<file path="config.mk">
export PLATFORM = sky130hd
export DESIGN_NAME = rca_wb_sequencer
export DESIGN_NICKNAME = d
export VERILOG_FILES = /design/src/rtl/rca_wb_sequencer.sv
export SDC_FILE = /design/constraint.sdc
export NUM_CORES = 1
export LEC_CHECK = 0
export CAP_MARGIN = 10
export CORE_ASPECT_RATIO = 1.4
export CORE_MARGIN = 10
export CORE_UTILIZATION = 45
export CTS_CLUSTER_DIAMETER = 150
export CTS_CLUSTER_SIZE = 30
export DETAILED_ROUTE_END_ITERATION = 16
export GPL_ROUTABILITY_DRIVEN = 0
export PLACE_DENSITY_LB_ADDON = 0.05
export SETUP_SLACK_MARGIN = 0.05
export SLEW_MARGIN = 20
export SYNTH_ARGS = -nofsm -noshare
export SYNTH_HDL_FRONTEND = slang
export SYNTH_SLANG_ARGS = --single-unit
</file>
<file path="constraint.sdc">
create_clock -name clk -period 13.6 [get_ports clk]
set_clock_uncertainty 0.15 [all_clocks]
set_input_delay 2.72 -clock clk [delete_from_list [all_inputs] [get_ports clk]]
set_output_delay 2.72 -clock clk [all_outputs]
set_load 0.05 [all_outputs]
</file>
<file path="src/rtl/rca_wb_sequencer.sv">
// rca_wb_sequencer: buffers multi-result RCA writebacks and drains them
// one word per grant into the single register-file write port.
module rca_wb_sequencer #(
  parameter int NUM_WRITE_PORTS = 5,
  parameter int XLEN            = 32,
  parameter int ID_WIDTH        = 3,
  parameter int BUF_DEPTH       = 2
) (
  input  logic                                  clk,
  input  logic                                  rst,
  input  logic                                  rca_wb_done,
  input  logic [ID_WIDTH-1:0]                   rca_wb_id,
  input  logic [NUM_WRITE_PORTS-1:0][XLEN-1:0]  rca_wb_rd,
  input  logic [NUM_WRITE_PORTS-1:0][4:0]       dest_addrs,
  output logic                                  rca_wb_ready,
  output logic                                  rf_we,
  output logic [4:0]                            rf_waddr,
  output logic [XLEN-1:0]                       rf_wdata,
  output logic [ID_WIDTH-1:0]                   rf_wid,
  input  logic                                  rf_gnt,
  output logic                                  retire_valid,
  output logic [ID_WIDTH-1:0]                   retire_id,
  output logic                                  overflow
);

  localparam int PW = $clog2(BUF_DEPTH);
  localparam int PI = (NUM_WRITE_PORTS > 1) ? $clog2(NUM_WRITE_PORTS) : 1;

  typedef logic [NUM_WRITE_PORTS-1:0][4:0]      addr_vec_t;
  typedef logic [NUM_WRITE_PORTS-1:0][XLEN-1:0] data_vec_t;
  typedef enum logic [1:0] {IDLE, DRAIN, RETIRE} state_e;

  // {found, index} of the lowest nonzero address at or above start
  function automatic logic [PI:0] find_nz(input addr_vec_t a, input int start);
    logic [PI:0] r;
    r = '0;
    for (int i = NUM_WRITE_PORTS - 1; i >= 0; i--) begin
      if (i >= start && a[i] != 5'd0) r = {1'b1, PI'(i)};
    end
    return r;
  endfunction

  logic [ID_WIDTH-1:0] id_mem   [BUF_DEPTH];
  data_vec_t           rd_mem   [BUF_DEPTH];
  addr_vec_t           addr_mem [BUF_DEPTH];

  state_e        state_q, state_d;
  logic [PI-1:0] p_q, p_d;
  logic [PW-1:0] wptr_q, wptr_d, rptr_q, rptr_d;
  logic [PW:0]   count_q, count_d;
  logic          overflow_q, overflow_d;

  logic          push, pop, more;
  logic [PI:0]   f;
  addr_vec_t     head_addrs, nxt_addrs;

  assign rca_wb_ready = (count_q != (PW+1)'(BUF_DEPTH));

  always_comb begin
    push       = rca_wb_done && rca_wb_ready;
    pop        = (state_q == RETIRE);
    more       = (count_q > (PW+1)'(1)) || push;
    head_addrs = addr_mem[rptr_q];
    // the entry behind the head is either buffered or arriving right now
    nxt_addrs  = (count_q > (PW+1)'(1)) ? addr_mem[rptr_q + PW'(1)]
                                        : dest_addrs;
    f          = '0;
    state_d    = state_q;
    p_d        = p_q;
    wptr_d     = push ? wptr_q + PW'(1) : wptr_q;
    rptr_d     = pop ? rptr_q + PW'(1) : rptr_q;
    count_d    = count_q;
    overflow_d = overflow_q | (rca_wb_done & ~rca_wb_ready);
    case ({push, pop})
      2'b10:   count_d = count_q + (PW+1)'(1);
      2'b01:   count_d = count_q - (PW+1)'(1);
      default: count_d = count_q;
    endcase
    unique case (state_q)
      IDLE: begin
        if (count_q != '0 || push) begin
          f = find_nz((count_q != '0) ? head_addrs : dest_addrs, 0);
          state_d = f[PI] ? DRAIN : RETIRE;
          p_d     = f[PI] ? f[PI-1:0] : '0;
        end
      end
      DRAIN: begin
        if (rf_gnt) begin
          f = find_nz(head_addrs, int'(p_q) + 1);
          state_d = f[PI] ? DRAIN : RETIRE;
          p_d     = f[PI] ? f[PI-1:0] : '0;
        end
      end
      RETIRE: begin
        if (more) begin
          f = find_nz(nxt_addrs, 0);
          state_d = f[PI] ? DRAIN : RETIRE;
          p_d     = f[PI] ? f[PI-1:0] : '0;
        end else begin
          state_d = IDLE;
          p_d     = '0;
        end
      end
      default: begin
        state_d = IDLE;
        p_d     = '0;
      end
    endcase
  end

  always_ff @(posedge clk) begin
    if (rst) begin
      state_q    <= IDLE;
      p_q        <= '0;
      wptr_q     <= '0;
      rptr_q     <= '0;
      count_q    <= '0;
      overflow_q <= 1'b0;
    end else begin
      state_q    <= state_d;
      p_q        <= p_d;
      wptr_q     <= wptr_d;
      rptr_q     <= rptr_d;
      count_q    <= count_d;
      overflow_q <= overflow_d;
    end
  end

  always_ff @(posedge clk) begin
    if (push) begin
      id_mem[wptr_q]   <= rca_wb_id;
      rd_mem[wptr_q]   <= rca_wb_rd;
      addr_mem[wptr_q] <= dest_addrs;
    end
  end

  assign rf_we        = (state_q == DRAIN);
  assign rf_waddr     = rf_we ? addr_mem[rptr_q][p_q] : 5'd0;
  assign rf_wdata     = rf_we ? rd_mem[rptr_q][p_q] : '0;
  assign rf_wid       = rf_we ? id_mem[rptr_q] : '0;
  assign retire_valid = (state_q == RETIRE);
  assign retire_id    = retire_valid ? id_mem[rptr_q] : '0;
  assign overflow     = overflow_q;

endmodule

</file>
==> results.md, run 1 <==
* Status: completed
* Final setup margin at 6110 ps
* Port buffer count at 238
* DR WL met3 at 2050 um
* DR iter-0 viols at 610
* Final hold violation count at 0
* WL/cell at 24.2 um
* Int Power at 1.91 mW
* DR vias at 8398
* Routed length on met2 at 20000 um
* Routed vias/inst at 5.55
* Nets@finish at 1247
* Critical path cell sequence: buf_4 -> buf_4 -> mux4_2 -> mux2i_1 -> o22a_1 -> nor2_1 -> clkdlybuf4s50_1
* Residual DRC at 0
* Number of synthesized flops with an enable pin at 376
* Post-DRT Antenna Nets at 0
* RSZ-0062 raised after global routing: no
* Setup repair bufs after CTS at 0
* 1st-pass router iterations at 5
* Area growth, synth to finish at 21.6%
* CTS resizes at 0
* Worst slew pin tran at 1070 ps
* Yosys warns at 0
* Data arrival, critical path at 4620 ps
* Sw Share at 27.9%
* Post-Layout Cell Count at 1512
* Syn_area_per_cell at 19.0 um^2
* Pwr dens at 139 mW/mm^2
* Largest net degree at the start of global routing at 190
* Clk pwr share at 21.8%
* Clock root buffer: clkbuf_16
* Die W at 178 um
* Largest cells by area after synthesis: edfxtp_1, mux4_2, mux2i_1, o22a_1, nor2_1
* Static leakage at 5.86 nW
* Initial antenna violation count at 5
* Post-Syn Area at 0.0157 mm^2
* Top post-synthesis cells by count: edfxtp_1, mux2i_1, mux4_2
* WP data required at 10730 ps
* Hold Path Class: reg2reg
* Cells after Synth at 825
* Family with the most delay on the worst path: buffers and inverters
* Vias in the first global route at 9280
* I/O pins at 239
* Synth unique cells at 64
* Worst vdd ir at 0.000146 V
* Top_reg_cell synth: edfxtp_1
* Die area at 0.0428 mm^2
* Number of max-cap violations at 0
* Slowest cell on the critical path: buf_4
* Critical path buffers and inverters at 3
* Hpwl dp at 24200 um
* Clock tree buffer depth at 3
* Share of post-route cells with drive strength above 1 at 11.3%
* Placement-stage worst setup slack at 6510 ps
* PnR Total Power at 2.64 mW
* Critical path fanouts, max at 52
* Period utilization at 55.1%
* R2R Path Start: count_q[0]
* Filler cell count at 2752
* Most frequent CP cell: buf_4
* Type of origin of the critical path: register
* WS Path Type: reg2out
* CTS tree: done
* Seq pwr share at 54.6%
* Final min period at 7490 ps
* Syn_nets at 1023
* Clk sink count at 387
* Fmax achieved at 0.134 GHz
* Top cell type's share of synthesized area at 72.0%
* Final wirelength at 36500 um
* M1 WL at 13700 um
* Final setup fails at 0
* Most frequent cell after synthesis: edfxtp_1
* Max Slew Vio Count at 0
* # rows at 80
* Global route total overflow at 0
* Core Util, Final at 55.7%
* Logic pwr share at 23.6%
* Max incr delay on CP at 910 ps
* Core area at 0.0342 mm^2
* Clock Pin Slew Worst Setup and Hold Paths at 110 ps
* DR top layer: met5
* Quantity of hold-fixing buffers added after cts at 0
* Post-synth ARST share at 0%
* Clk Latency, worst-skew pair at 530 ps
* TNS Setup at 0 ps
* Cell taking the most area after synthesis: edfxtp_1
* H-tree depth at 1
* Gr usage total at 16.9%
* Post-synthesis register bit count at 387
* First-pass GRT wire length at 55400 um
* Relative slew margins at 28.5%
* Sequential-to-total area share from yosys stat at 73.4%
* Setup crit end kind: output port
* DIE HEIGHT at 241 um
* Initial Util at 45.8%
* CTS buffer count at 16
* NetSw at 0.739 mW
* Inst Count DP at 1481
* Min-delay src: overflow
==> worst paths after layout <==
| check | to | slack (ps) | cells after the start |
|---|---|---|---|
| worst min-delay path | overflow | 330 | 2 |
| worst max register to register | rd_mem[1][80] | 9570 | 7 |
| worst max-delay path | rf_wdata[13] | 6110 | 7 |
| worst min register to register | overflow | 330 | 2 |
==> per-layer routing <==
metal	GRT usage [%]	up-vias
met2	31.0	219
met3	3.58	39
li1	-	3819
met4	4.28	6
met1	19.6	4315
met5	0	-
==> logic make-up after synthesis <==
group	Yosys count	synth area share, %
adder cells (fa/ha/maj)	6	0.479
buffers and inverters	53	1.38
AO/OA/AOI/OAI	84	4.37
flip-flops	387	73.4
multiplexers	150	15.4
AND/OR/NAND/NOR	142	4.78
XOR/XNOR	3	0.168
==> tightest hold or removal path, stage by stage, from the launching register on <==
cell and delay [ps]:
dfxtp_1 350, a21oi_1 40, nor2_1 70
==> cell type report <==
cell class              count  area, um^2  share of cell area, %
flip-flops and latches    387       11500                   60.4
multi-input cells         385        3980                   20.8
repair buffers            249        2500                   13.1
well taps                 451         564                   2.96
clock buffers              27         463                   2.43
inverters                  10        37.5                  0.197
clock inverters             1        5.00                 0.0262
diodes                      2        5.00                 0.0262
==> metrics by stage <==
step	instance area [um^2]	hold slack (ps)
after detailed placement	18600	309
after CTS	19000	339
after global routing	19100	358
final	19100	330
after floorplan	15700	354
after global placement	18600	299
==> flip-flops by register name, summed over array words and instances (netlist names), named ones only <==
name      cells
addr_mem     50
count_q       2
id_mem        6
overflow      1
p_q           3
rd_mem      320
rptr_q        1
state_q       2
wptr_q        1
==> power groups by stage <==
stage          sequential [mW]  combinational [mW]  clock (mW)
6_report                  1.44               0.625       0.575
5_1_grt                   1.45               0.669       0.638
4_1_cts                   1.45               0.635       0.598
3_3_place_gp              1.47               0.633           0
3_5_place_dp              1.47               0.631           0
2_1_floorplan             1.48               0.406           0
==> cell usage in the layout (no fill, tap or decap), types with 3 or more instances in the layout <==
master           count
edfxtp_1           376
clkdlybuf4s50_1    238
mux2i_1             77
mux4_2              72
nor2_1              64
o22a_1              37
clkbuf_16           17
inv_1               10
clkbuf_1            10
buf_4                9
nor3_1               8
or4_1                8
nand2b_1             7
o21ai_0              7
nor4_1               7
dfxtp_1              7
nand2_1              6
nand3_1              6
ha_1                 6
o211ai_1             4
a211oi_1             4
or2_2                3
nor2b_1              3
or4_4                3
a21oi_1              3
nand4_1              3
nand3b_1             3
o2bb2ai_1            3
and2_1               3
dfxtp_4              3
Power figures use the tool's default switching activity.
==> run 2, diff against run 1 <==
- clock period: 13.6 -> 6.4 ns (I/O delays scaled with it)
==> run 2 against run 1 <==
Compared with the run above:
- via count grew 0.36%
- combinational power grew 110%
- sequential share of layout area shrank 0.21 points
- non-clock buffer count grew 6
- total power grew 110%
- register-to-register slack lost 6300 ps
- sequential power grew 120%
- highest routed layer unchanged
==> results.md, run 2 (same netlist as run 1, synthesis figures left out) <==
* Logic pwr share at 23.5%
* CTS resizes at 0
* Worst Hold End: overflow
* Data arrival, critical path at 3620 ps
* Max Slew Vio Count at 0
* Reg-to-reg slack, setup at 3280 ps
* NetSw at 1.57 mW
* Largest net degree at the start of global routing at 72
* Most frequent CP cell: nor2_1
* Core area at 0.0342 mm^2
* # rows at 80
* Hold Path Class: reg2reg
* WP data required at 4970 ps
* Die area at 0.0428 mm^2
* Final min period at 5050 ps
* Critical path buffers and inverters at 1
* Clk sink count at 387
* Critical path fanouts, max at 56
* Family with the most delay on the worst path: simple AND/OR/NAND/NOR gates
* Clock tree buffer depth at 3
* Post-DRT Antenna Nets at 0
* Clock root buffer: clkbuf_16
* Quantity of hold-fixing buffers added after cts at 0
* CTS buffer count at 16
* Static leakage at 5.90 nW
* Relative slew margins at 25.3%
* Pwr dens at 293 mW/mm^2
* First-pass GRT wire length at 54000 um
* Type of origin of the critical path: register
* Largest register by flop count: rd_mem
* Residual DRC at 0
* Port buffer count at 238
* Worst slew pin tran at 1120 ps
* Final setup margin at 1350 ps
* Commonest non-fill, non-tap cells in the layout: edfxtp_1, clkdlybuf4s50_1, mux2i_1
* 1st-pass router iterations at 5
* Global route total overflow at 0
* Hold Path Stages at 2
* Area growth, synth to finish at 22.0%
* DR iter-0 viols at 517
* Nets@finish at 1253
* Critical path cell sequence: nor2_1 -> nand2_2 -> o22a_1 -> nor2_1 -> clkdlybuf4s50_1
* Seq pwr share at 55.1%
* Max reg flops at 320
* Clk Latency, worst-skew pair at 530 ps
* Clk pwr share at 21.4%
* Initial Util at 45.8%
* PnR Total Power at 5.62 mW
* Leading cell type in the layout, fill and taps excluded: edfxtp_1
* Initial antenna violation count at 2
* Vias in the first global route at 9181
* Largest regs: rd_mem: 320 flops, addr_mem: 50 flops, id_mem: 6 flops
* Number of max-cap violations at 0
* Fmax achieved at 0.198 GHz
* DIE HEIGHT at 241 um
* Sw Share at 28.0%
* Die W at 178 um
* Max incr delay on CP at 870 ps
* Slowest cell on the critical path: clkdlybuf4s50_1
* Final hold violation count at 0
* Placement-stage worst setup slack at 1860 ps
* Setup crit end kind: output port
* Int Power at 4.04 mW
* Gr usage total at 16.6%
* Hpwl dp at 24600 um
* Status: completed
* R2R Path Start: p_q[1]
* Routed vias/inst at 5.57
* DR vias at 8428
* Period utilization at 78.9%
* CTS tree: done
* WL/cell at 24.2 um
* Clock Pin Slew Worst Setup and Hold Paths at 120 ps
* Final setup fails at 0
* H-tree depth at 1
* Setup repair bufs after CTS at 0
* FF-to-FF path depth at 8
* Min-delay src: overflow
* WS Path Type: reg2out
* RSZ-0062 raised after global routing: no
* Share of post-route cells with drive strength above 1 at 11.9%
* RR Endpoint: p_q[2]
* Final wirelength at 36500 um
* I/O pins at 239
* Worst vdd ir at 0.000208 V
==> run 2: cell count changes in the layout (fill, tap and decap cells not counted), sizes merged <==
cell,change
diode,-1
buf,+6
clkbuf,-5
==> run 2: per-stage QoR <==
stage                     area, um^2  util, %  TNS (ps)  instances  hold WS (ps)
after floorplan                15700        -   -276470        825           354
after global placement         18700     54.6         0       1488           300
after detailed placement       18700     54.6         0       1488           307
after CTS                      19100     55.9         0       1511           337
after global routing           19100     55.9         0       1512           355
final                          19100     55.9         0       1512           334
==> run 2: how the worst max path moves through the flow <==
stage,cells past startpoint,slack [ps],to,startpoint
after floorplan,3,-740,addr_mem[0][0],rca_wb_done
after global routing,5,1180,rf_waddr[2],p_q[0]
after CTS,5,1260,rf_wdata[31],p_q[0]
final,5,1350,rf_wdata[31],p_q[0]
after detailed placement,5,1860,rf_wdata[31],p_q[0]
after global placement,5,1860,rf_waddr[2],p_q[0]
==> run 2: power groups by stage <==
stage | combinational, mW | sequential, mW | clock [mW]
finish | 1.32 | 3.10 | 1.20
global route | 1.39 | 3.12 | 1.34
floorplan | 0.862 | 3.12 | 0
CTS | 1.34 | 3.10 | 1.26
global placement | 1.33 | 3.15 | 0
detailed placement | 1.33 | 3.16 | 0
==> run 2: cell type report <==
| type | count | area (um^2) |
|---|---|---|
| antenna | 1 | 2.50 |
| inverter | 10 | 37.5 |
| clock inverter | 1 | 5.00 |
| multi-input combinational | 385 | 3980 |
| fill | 2719 | 15100 |
| tap | 451 | 564 |
| timing repair buffer | 255 | 2580 |
| sequential | 387 | 11500 |
| clock buffer | 22 | 444 |
==> run 2: tightest hold or removal path: cells and delay by family, from the launching register on <==
| kind | cells | cell delay, ps |
|---|---|---|
| AND/OR/NAND/NOR | 1 | 70 |
| flip-flops | 1 | 350 |
| AO/OA/AOI/OAI | 1 | 40 |
==> run 2: per-layer routing <==
layer  track usage (%)  up-vias  part of all wire (%)
met3              3.28       42                   5.2
li1                  -     3836                     -
met5                 0        -                 0.019
met1              19.7     4307                    39
met2              30.0      241                    53
met4              4.43        2                   2.0
==> run 3, diff against run 2 <==
- clock period: 6.4 -> 5.1 ns (I/O delays scaled with it)
==> run 3 against run 2 <==
Compared with the run above:
- sequential power up 25%
- cell area up 0.35%
- die area unchanged
- hold slack better by 3.5 ps
- core utilization up 0.20 points
- routed wire length up 0.60%
- global-route usage up 0.50 points
- total power up 26%
- register-to-register slack worse by 1300 ps
- combinational power up 27%
- critical endpoint is now rf_waddr[3]
==> results.md, run 3 (same netlist as run 1, synthesis figures left out) <==
* Core area at 0.0342 mm^2
* Setup crit end kind: output port
* Die area at 0.0428 mm^2
* Largest regs: rd_mem: 320 flops, addr_mem: 50 flops, id_mem: 6 flops
* Final setup fails at 0
* CTS tree: done
* Sw Share at 28.1%
* Int Power at 5.08 mW
* Clock Pin Slew Worst Setup and Hold Paths at 110 ps
* Data arrival, critical path at 3510 ps
* Final setup margin at 423 ps
* Residual DRC at 0
* 1st-pass router iterations at 4
* Relative slew margins at 35.7%
* Logic pwr share at 23.7%
* NetSw at 1.98 mW
* M1 WL at 14700 um
* Inst Count DP at 1494
* Max Slew Vio Count at 0
* Hpwl dp at 25000 um
* Die W at 178 um
* WS Path Type: reg2out
* Quantity of hold-fixing buffers added after cts at 0
* Routed length on met2 at 19400 um
* Number of max-cap violations at 0
* Family with the most delay on the worst path: flip-flops
* Placement-stage worst setup slack at 965 ps
* I/O pins at 239
* Critical path fanouts, max at 46
* # rows at 80
* RSZ-0062 raised after global routing: no
* Post-DRT Antenna Nets at 0
* Setup repair bufs after CTS at 0
* Slowest cell on the critical path: dfxtp_4
* CTS buffer count at 16
* H-tree depth at 1
* Pwr dens at 368 mW/mm^2
* Clock tree buffer depth at 3
* Max reg flops at 320
* Initial Util at 45.8%
* First-pass GRT wire length at 55800 um
* DR iter-0 viols at 489
* DR top layer: met5
* Share of post-route cells with drive strength above 1 at 12.4%
* Final wirelength at 36800 um
* DR vias at 8411
* CTS resizes at 0
* Initial antenna violation count at 4
* Fmax achieved at 0.214 GHz
* Gr usage total at 17.1%
* Commonest non-fill, non-tap cells in the layout: edfxtp_1, clkdlybuf4s50_1, mux2i_1
* Routed vias/inst at 5.54
* Vias in the first global route at 9225
* Status: completed
* Clk Latency, worst-skew pair at 530 ps
* DIE HEIGHT at 241 um
* WP data required at 3930 ps
* Period utilization at 91.7%
* Final hold violation count at 0
* Largest net degree at the start of global routing at 81
* Max incr delay on CP at 920 ps
* Static leakage at 5.93 nW
* Leading cell type in the layout, fill and taps excluded: edfxtp_1
* Most frequent CP cell: nor2_1
* Type of origin of the critical path: register
* Clk sink count at 387
* Critical path buffers and inverters at 1
* Worst vdd ir at 0.000297 V
* Critical path cell sequence: nor2_1 -> or2_1 -> mux4_2 -> o22a_1 -> nor2_1 -> clkdlybuf4s50_1
* Post-Layout Cell Count at 1517
* Filler cell count at 2784
* Seq pwr share at 54.8%
* DR WL met3 at 2060 um
* Worst slew pin tran at 965 ps
* Hold Path Class: reg2reg
* Antenna Diode Count at 0
* Largest register by flop count: rd_mem
* WL/cell at 24.2 um
* Nets@finish at 1259
* PnR Total Power at 7.06 mW
* TNS Setup at 0 ps
* Clk pwr share at 21.5%
* Area growth, synth to finish at 22.5%
* Clock root buffer: clkbuf_16
* Final min period at 4680 ps
* Global route total overflow at 0
* Port buffer count at 238
run 3: cell count changes in the layout (fill, tap and decap cells not counted), sizes merged:
cell	delta
diode	-1
buf	+6
run 3: cell type report:
class / instances / area (um^2) / area share (%)
clock inverter: 1 / 5.00 / 0.0261
tap: 451 / 564 / 2.94
inverter: 10 / 37.5 / 0.195
clock buffer: 22 / 444 / 2.31
sequential: 387 / 11500 / 60.0
timing repair buffer: 261 / 2660 / 13.8
multi-input combinational: 385 / 3980 / 20.7
run 3: worst register-to-register path: cells and delay by family, from the launching register on:
| family | cells | cell delay [ps] |
|---|---|---|
| compound gates | 4 | 820 |
| fa+ha+maj | 1 | 270 |
| buf+inv | 1 | 450 |
| flops | 1 | 730 |
| simple gates | 2 | 600 |
run 3: path summary, 6_finish.rpt:
path / depth (start not counted) / startpoint / slack, ps / endpoint
max: 6 / register / 420 / rf_waddr[3]
min reg2reg: 2 / overflow / 340 / overflow
max reg2reg: 8 / p_q[0] / 1960 / p_q[2]
min: 2 / overflow / 340 / overflow
run 3: metrics by stage:
step	hold WS, ps	instance area, um^2	util [%]
final	337	19200	56.1
after global routing	376	19200	56.1
after CTS	347	19200	56.1
after detailed placement	319	18800	54.8
after global placement	299	18800	54.8
after floorplan	354	15700	-
run 3: metal layers:
metal | vias to the layer above | global-route usage, %
met5 | - | 0
met4 | 8 | 3.49
met3 | 39 | 3.57
met1 | 4303 | 21.0
met2 | 212 | 30.5
li1 | 3849 | -
run 3: power by group through the flow:
stage                     clock, mW  combinational (mW)  sequential [mW]
final                          1.52                1.67             3.87
after global routing           1.69                1.79             3.90
after CTS                      1.59                1.70             3.87
after detailed placement          0                1.70             3.95
after global placement            0                1.69             3.94
after floorplan                   0                1.08             3.91
